**config.mk**
```make
export PLATFORM = sky130hd
export DESIGN_NAME = vector3_unpacker
export DESIGN_NICKNAME = d
export VERILOG_FILES = /design/src/rtl/vector3_unpacker.sv
export SDC_FILE = /design/constraint.sdc
export NUM_CORES = 1
export LEC_CHECK = 0
export CORE_MARGIN = 4
export CORE_UTILIZATION = 50
export CTS_CLUSTER_DIAMETER = 100
export CTS_CLUSTER_SIZE = 30
export DETAILED_ROUTE_END_ITERATION = 6
export GPL_ROUTABILITY_DRIVEN = 0
export PLACE_DENSITY_LB_ADDON = 0.1
export RECOVER_POWER = 100
export SLEW_MARGIN = 20
export SYNTH_ARGS = -nofsm -noshare
export SYNTH_HDL_FRONTEND = slang
export SYNTH_SLANG_ARGS = --single-unit
```
**constraint.sdc**
```tcl
create_clock -name clk -period 1.7 [get_ports clk]
set_input_delay 0.34 -clock clk [delete_from_list [all_inputs] [get_ports clk]]
set_output_delay 0.34 -clock clk [all_outputs]
set_load 0.01 [all_outputs]
```
**src/rtl/vector3_unpacker.sv**
```systemverilog
// vector3_unpacker
// Byte-serial receiver for the Vector3 packed word {a, b, c, d, e, f, 2'b11}.
// The four bytes arrive MSB first. They are reassembled, split into six 5-bit
// fields, and presented on a registered valid/ready output.
//
// Ports
//   clk        sole clock, rising edge
//   rst        synchronous active-high reset
//   sync       resynchronise: drop any partial word, next accepted byte is byte 0
//   in_data    incoming byte (w first, z last)
//   in_valid   in_data valid
//   in_ready   byte accepted this cycle (combinational on out_ready when cnt==3)
//   a..f       unpacked 5-bit fields (registered)
//   err        trailer of presented word != 2'b11 (registered)
//   out_valid  fields/err valid
//   out_ready  consumer accepts fields
//
// Build option
//   VECTOR3_UNPACKER_CHECK_EN  defined: trailer checked into err
//                              undefined: err tied to 0, trailer ignored

module vector3_unpacker (
  input  logic       clk,
  input  logic       rst,
  input  logic       sync,
  input  logic [7:0] in_data,
  input  logic       in_valid,
  output logic       in_ready,
  output logic [4:0] a,
  output logic [4:0] b,
  output logic [4:0] c,
  output logic [4:0] d,
  output logic [4:0] e,
  output logic [4:0] f,
  output logic       err,
  output logic       out_valid,
  input  logic       out_ready
);

  localparam int unsigned FIELD_W = 5;
  localparam int unsigned HOLD_W  = 24;
  localparam int unsigned CNT_W   = 2;

  localparam logic [CNT_W-1:0] LAST_BYTE = CNT_W'(3);

  typedef struct packed {
    logic [FIELD_W-1:0] a;
    logic [FIELD_W-1:0] b;
    logic [FIELD_W-1:0] c;
    logic [FIELD_W-1:0] d;
    logic [FIELD_W-1:0] e;
    logic [FIELD_W-1:0] f;
  } fields_t;

  logic [CNT_W-1:0]  cnt_q, cnt_d;
  logic [HOLD_W-1:0] hold_q, hold_d;
  fields_t           fields_q, fields_d;
  logic              valid_q, valid_d;

  logic              in_xfer;
  logic              out_xfer;
  logic              word_done;
  logic [CNT_W-1:0]  pos;

  // Byte 3 may only stall while a presented word is not draining.
  assign in_ready  = (cnt_q != LAST_BYTE) || !valid_q || out_ready;
  assign in_xfer   = in_valid && in_ready;
  assign out_xfer  = valid_q && out_ready;

  // sync makes the byte of this cycle byte 0, so it can never complete a word.
  assign pos       = sync ? '0 : cnt_q;
  assign word_done = in_xfer && (pos == LAST_BYTE);

  // Next-state logic for counter, holding register and output register.
  always_comb begin
    cnt_d    = cnt_q;
    hold_d   = hold_q;
    fields_d = fields_q;
    valid_d  = valid_q;

    if (sync) begin
      cnt_d = in_xfer ? CNT_W'(1) : '0;
    end else if (in_xfer) begin
      cnt_d = cnt_q + CNT_W'(1);
    end

    if (in_xfer && !word_done) begin
      case (pos)
        CNT_W'(0): hold_d[23:16] = in_data;
        CNT_W'(1): hold_d[15:8]  = in_data;
        CNT_W'(2): hold_d[7:0]   = in_data;
        default:   hold_d        = hold_q;
      endcase
    end

    // A reload in the same cycle as a drain keeps out_valid high.
    if (word_done) begin
      fields_d = fields_t'({hold_q, in_data[7:2]});
      valid_d  = 1'b1;
    end else if (out_xfer) begin
      valid_d  = 1'b0;
    end
  end

  // State register.
  always_ff @(posedge clk) begin
    if (rst) begin
      cnt_q    <= '0;
      hold_q   <= '0;
      fields_q <= '0;
      valid_q  <= 1'b0;
    end else begin
      cnt_q    <= cnt_d;
      hold_q   <= hold_d;
      fields_q <= fields_d;
      valid_q  <= valid_d;
    end
  end

`ifdef VECTOR3_UNPACKER_CHECK_EN
  logic err_q, err_d;

  // Trailer flag travels with the fields it belongs to.
  always_comb begin
    err_d = err_q;
    if (word_done) begin
      err_d = (in_data[1:0] != 2'b11);
    end
  end

  always_ff @(posedge clk) begin
    if (rst) begin
      err_q <= 1'b0;
    end else begin
      err_q <= err_d;
    end
  end

  assign err = err_q;
`else
  logic unused_trailer;

  // Trailer bits are intentionally dropped in this build.
  assign unused_trailer = ^in_data[1:0];
  assign err            = 1'b0;
`endif

  assign a         = fields_q.a;
  assign b         = fields_q.b;
  assign c         = fields_q.c;
  assign d         = fields_q.d;
  assign e         = fields_q.e;
  assign f         = fields_q.f;
  assign out_valid = valid_q;

endmodule
```
==> summary.txt, run 1 <==
status -> finished, final reports clean
Clock power frac -> 54.7%
post-synthesis sequential area ratio -> 49.0%
Nets -> 279
CTS H-tree lvls -> 3
Final Hold Fails -> 0
Area Growth Syn to Fin -> 36.1%
Final Critical Period -> 1.64 ns
WL final -> 4550 microns
Core Area -> 4440 sq um
clock skew -> 0.00807 ns
root buffer cell -> clkbuf_8
share of layout cells above drive strength 1 -> 11.5%
class of the worst hold path -> reg2reg
Final HPWL DP -> 3040 microns
Post-Place Cells -> 306
hold buffers post-CTS -> 0
Reg clk slew, reported paths -> 0.06 ns
Synth Cell Area -> 2330 sq um
RSZ-0062 raised after global routing -> false
final instance area -> 3170 sq um
Power Density -> 1060 nW/um^2
Max VDD drop -> 0.000854 V
diode count -> 0
Sink Count -> 57
Synth async-reset ratio -> 0%
Setup TNS -> 0 ns
grt total ovfl -> 0
DP Area -> 2930 sq um
Post-Synth Simple-Gate Area -> 20.7%
largest area contributor in the netlist -> dfxtp_1
Filler cells -> 343
Vias -> 1608
initial antenna violation count -> 0
Critical Path AT -> 1.86 ns
Sequential Power Share -> 40.5%
die width -> 76.2 microns
TritonCTS clock tree -> built
most frequent cell after synthesis -> nand2b_1
cell-internal power -> 2760 uW
cts bufs inserted -> 9
prevailing post-synth register cell -> dfxtp_1
Post-synth EDFFs -> 0
P_sw -> 605 uW
Clk Latency, worst-skew pair -> 0.33 ns
Post-Syn Instances -> 208
Max FO, Critical Path -> 3
drt pass-1 iters -> 4
CTS max path bufs -> 2
post-synthesis register bit count -> 57
Tcrit/Tclk final -> 96.3%
Tot GR Track Use -> 17.3%
worst path required time -> 1.92 ns
first-pass GRT wire length -> 7800 microns
Static Leak -> 0.00130 uW
post-synth cell types -> 24
initial core utilization -> 52.4%
largest family of logic cells by synthesized area -> multiplexers
syn avg cell area -> 11.2 sq um
sw frac -> 18.0%
Routed Antenna Nets -> 0
CP startpoint kind -> primary input
routed len/inst -> 14.1 microns
DRT iter0 DRCs -> 64
final hold slack -> 0.465 ns
die area -> 5810 sq um
post-synthesis compound-gate area fraction -> 1.83%
Die Span Y -> 76.2 microns
PortBufs -> 44
XOR/XNOR Fraction of Synth Area -> 0%
Ys Warns -> 0
number of global-route vias before repair -> 1640
Commonest cells post-synth -> nand2b_1 (64), dfxtp_1 (57), mux2i_1 (54), clkbuf_1 (7), nand3_1 (3)
MaxCap Viol Count -> 0
non-filler instance count after layout -> 322
DR vias/cell -> 4.99
total I/O pin count -> 46
Synth top area share -> 49.0%
Final Setup Violations -> 0
largest net degree at the start of global routing -> 46
multiplexer area fraction after synthesis -> 23.2%
Mapped Nets -> 222
Setup CP Type -> in2reg
final max-slew violation count -> 0
row count -> 24
post-synthesis adder-cell area fraction -> 0.537%
CP Capture Type -> register
DRC Markers -> 0
Max Freq -> 0.611 GHz
logic gate share of total power -> 4.8%
Synth area leaders -> dfxtp_1 (49%), mux2i_1 (23%), nand2b_1 (17%)
-- worst paths after layout --
| check | depth (start not counted) | end | slack (ns) | startpoint |
|---|---|---|---|---|
| max | 5 | hold_q[8] | 0.06 | out_ready |
| min | 2 | c[3] | 0.47 | c[3] |
| max reg2reg | 5 | hold_q[8] | 0.07 | cnt_q[0] |
| min reg2reg | 2 | c[3] | 0.47 | c[3] |
-- worst max-delay path, cell delays in order --
cell and delay, ns:
clkdlybuf4s50_1 0.46, and3b_1 0.21, clkbuf_1 0.15, or4_1 0.54, mux2i_1 0.15
-- layer usage --
| metal | track usage, % | routed length (microns) | vias up |
|---|---|---|---|
| met4 | 9.78 | 114 | 0 |
| met2 | 26.4 | 2090 | 41 |
| met5 | 0 | 0 | - |
| met1 | 20.7 | 2150 | 744 |
| met3 | 6.74 | 187 | 12 |
| li1 | - | - | 811 |
-- cells by family after synthesis --
kind of cell             after synthesis
AND/OR/NAND/NOR                       74
flip-flops                            57
multiplexers                          54
buffers and inverters                 15
AO/OA/AOI/OAI                          6
adder cells (fa/ha/maj)                1
other                                  1
-- layout by cell type (no fill, tap or decap), drive strengths merged --
cell type	instances
a21o	1
mux2i	54
and3b	2
inv	2
dfxtp	57
o21ai	1
a211oi	1
clkdlybuf4s50	24
nor4	1
conb	1
nor2	1
bufinv	5
nand2b	64
clkbuf	15
and3	2
dlygate4sd3	19
or4	1
o211ai	1
buf	12
ha	1
a21oi	2
nand3	3
-- repair_timing --
action | CTS | global route
buffers inserted | 0 | 0
resized for setup | 2 | 1
setup endpoints to repair | 1 | 1
-- state kept, by name, summed over array words and instances (netlist names) --
signal,flops
a,5
b,5
d,5
e,5
c,5
f,5
hold_q,24
cnt_q,2
out_valid,1
-- final cells by class --
cell class	count	area, sq um	share of cell area [%]
Sequential cell	57	1140	36.0
Multi-Input combinational cell	136	1070	33.8
Timing Repair Buffer	59	588	18.6
Clock inverter	5	150	4.74
Clock buffer	11	141	4.46
Tap cell	52	65.1	2.05
Inverter	2	10.0	0.316
-- stage by stage --
step                      setup WS, ns  power (uW)  utilization (%)
after floorplan                  0.161        1480                -
after global placement          -0.247        1560             65.9
after detailed placement        -0.245        1560             65.9
after CTS                       0.0275        3410             72.4
after global routing           0.00555        3480             71.3
final                           0.0632        3360             71.3
-- power groups by stage --
| stage | clock network [uW] | registers (uW) | logic (uW) |
|---|---|---|---|
| floorplan | 0 | 1390 | 91.5 |
| global placement | 0 | 1390 | 168 |
| detailed placement | 0 | 1390 | 169 |
| CTS | 1880 | 1360 | 170 |
| global route | 1940 | 1360 | 174 |
| finish | 1840 | 1360 | 160 |
No activity file was read; power rests on OpenSTA's default activity.
==> inputs of run 2 (changes only) <==
--- a/config.mk
+++ b/config.mk
@@ -7,7 +7,7 @@
 export LEC_CHECK = 0
 export CORE_MARGIN = 4
 export CORE_UTILIZATION = 50
-export CTS_CLUSTER_DIAMETER = 100
+export CTS_CLUSTER_DIAMETER = 30
 export CTS_CLUSTER_SIZE = 30
 export DETAILED_ROUTE_END_ITERATION = 6
 export GPL_ROUTABILITY_DRIVEN = 0
==> results of run 2 <==
Final layout, timing and power as in run 1 (identical DEF).
==> inputs of run 3 (changes only) <==
--- a/config.mk
+++ b/config.mk
@@ -5,7 +5,8 @@
 export SDC_FILE = /design/constraint.sdc
 export NUM_CORES = 1
 export LEC_CHECK = 0
-export CORE_MARGIN = 4
+export ABC_AREA = 1
+export CORE_MARGIN = 2
 export CORE_UTILIZATION = 50
 export CTS_CLUSTER_DIAMETER = 30
 export CTS_CLUSTER_SIZE = 30
==> summary.txt, run 3 <==
post-synth cell types -> 17
cts bufs inserted -> 9
postcts setup bufs -> 0
initial core utilization -> 52.4%
RSZ-0062 raised after global routing -> false
prevailing post-synth register cell -> dfxtp_1
P_sw -> 672 uW
row count -> 24
drt pass-1 iters -> 4
most frequent cells in the layout -> nand2_1 (112), nor2_1 (111), dfxtp_1 (57), inv_1 (34), dlygate4sd3_1 (30)
Max FO, Critical Path -> 2
Nets -> 410
Biggest register -> hold_q
status -> finished, final reports clean
first-pass GRT wire length -> 8450 microns
largest area contributor in the netlist -> dfxtp_1
met2 usage -> 35.7%
met3 usage -> 4.64%
FF/Latch Area -> 1140 sq um
PortBufs -> 44
grt met1 use -> 25.3%
Vias -> 2067
Tot Pwr -> 3150 uW
Tcrit/Tclk final -> 95.7%
slowest CP cell -> dlygate4sd3_1
hold buffers post-CTS -> 0
GR peak layer -> met2
Synth top area share -> 49.7%
clock skew -> 0.00482 ns
Ys Warns -> 0
cell-internal power -> 2480 uW
CTS H-tree lvls -> 3
final max-slew violation count -> 0
MaxCap Viol Count -> 0
Commonest cells post-synth -> nand2_1 (112), nor2_1 (111), dfxtp_1 (57), inv_1 (34), buf_4 (7)
share of layout cells above drive strength 1 -> 7.98%
post-synthesis register bit count -> 57
Core Area -> 4380 sq um
Final Hold Fails -> 0
worst path cell trace -> dlygate4sd3_1
CTS max path bufs -> 2
Critical Path AT -> 1.29 ns
initial antenna violation count -> 0
worst path required time -> 1.36 ns
Power Density -> 1030 nW/um^2
DR vias/cell -> 4.56
routed len/inst -> 10.6 microns
commonest non-fill, non-tap cell in the layout -> nand2_1
CP bufs+invs -> 1
WL final -> 4780 microns
Routed Antenna Nets -> 0
logic gate share of total power -> 7.4%
CP Capture Type -> primary output
die width -> 71.8 microns
Synth async-reset ratio -> 0%
DP Area -> 2890 sq um
Area Growth Syn to Fin -> 33.8%
Max VDD drop -> 0.000724 V
CP startpoint kind -> register
DRT iter0 DRCs -> 110
largest net degree at the start of global routing -> 29
sw frac -> 21.3%
CP delay by family, top -> buffers and inverters
Die Span Y -> 71.8 microns
grt total ovfl -> 0
Static Leak -> 0.00154 uW
Post-Syn Instances -> 343
final instance area -> 3070 sq um
Filler cells -> 387
Clk Latency, worst-skew pair -> 0.33 ns
diode count -> 0
total I/O pin count -> 46
post_cts resized -> 1
Sequential Power Share -> 44.1%
Worst path max stage delay -> 0.61 ns
die area -> 5150 sq um
TritonCTS clock tree -> built
syn avg cell area -> 6.70 sq um
Setup CP Type -> reg2out
Synth Cell Area -> 2300 sq um
number of global-route vias before repair -> 1986
post-synthesis sequential area ratio -> 49.7%
Post-synth EDFFs -> 0
most frequent cell after synthesis -> nand2_1
Sink Count -> 57
Final Setup Violations -> 0
Clock power frac -> 48.5%
Tot GR Track Use -> 21.3%
Final Critical Period -> 1.63 ns
Synth area leaders -> dfxtp_1 (50%), nand2_1 (18%), nor2_1 (18%)
root buffer cell -> clkbuf_8
max FFs per register -> 24
DRC Markers -> 0
Mapped Nets -> 357
Multi-input gate area -> 936 sq um
class of the worst hold path -> reg2reg
Final HPWL DP -> 3100 microns
Reg clk slew, reported paths -> 0.06 ns
Max Freq -> 0.615 GHz
run 3: cell count changes after synthesis, moves of 7 or more:
cell / before / now
clkbuf_1: 7 / 0
nand2_1: 0 / 112
nor2_1: 1 / 111
mux2i_1: 54 / 0
inv_1: 1 / 34
nand2b_1: 64 / 0
run 3: per-stage QoR:
stage                     std cells  util (%)  TNS (ns)  worst slack [ns]  hold WS (ns)
final                           453      70.1         0            0.0730         0.474
after detailed placement        437      65.8    -0.371            -0.109         0.473
after CTS                       453      71.3         0            0.0635         0.484
after global routing            453      70.1         0           0.00471         0.504
after global placement          437      65.8    -0.147           -0.0997         0.460
after floorplan                 343         -         0             0.358         0.412
run 3: logic make-up (layout without fill, tap and decap cells):
| group | Yosys count | count (layout) | share of synthesized area [%] |
|---|---|---|---|
| buffers and inverters | 50 | 108 | 9.59 |
| adder cells (fa/ha/maj) | 1 | 1 | 0.545 |
| AO/OA/AOI/OAI | 5 | 5 | 1.09 |
| AND/OR/NAND/NOR | 229 | 229 | 38.9 |
| flip-flops | 57 | 57 | 49.7 |
| other | 1 | 1 | 0.163 |
run 3: area by class of cell:
type | count | share of cell area, %
well taps | 52 | 2.12
multi-input cells | 236 | 30.5
flip-flops and latches | 57 | 37.1
clock buffers | 10 | 4.48
repair buffers | 57 | 18.1
inverters | 35 | 4.28
clock inverters | 6 | 3.42
run 3: power groups by stage:
stage	combinational [uW]	sequential, uW	clock (uW)
2_1_floorplan	136	1420	0
3_3_place_gp	241	1420	0
3_5_place_dp	245	1420	0
4_1_cts	249	1390	1560
5_1_grt	269	1390	1610
6_report	234	1390	1530
run 3: worst paths after layout:
check	start	endpoint	depth (start not counted)	slack (ns)
hold reg to reg	b[1]	b[1]	2	0.47
setup reg to reg	cnt_q[1]	hold_q[1]	8	0.18
setup / recovery	c[4]	c[4]	1	0.07
hold / removal	b[1]	b[1]	2	0.47
run 3: layer usage:
layer | wire [microns] | part of all wire (%)
met5 | 0 | 0
met4 | 116 | 2.4
met3 | 227 | 4.7
met2 | 2300 | 48
met1 | 2140 | 45
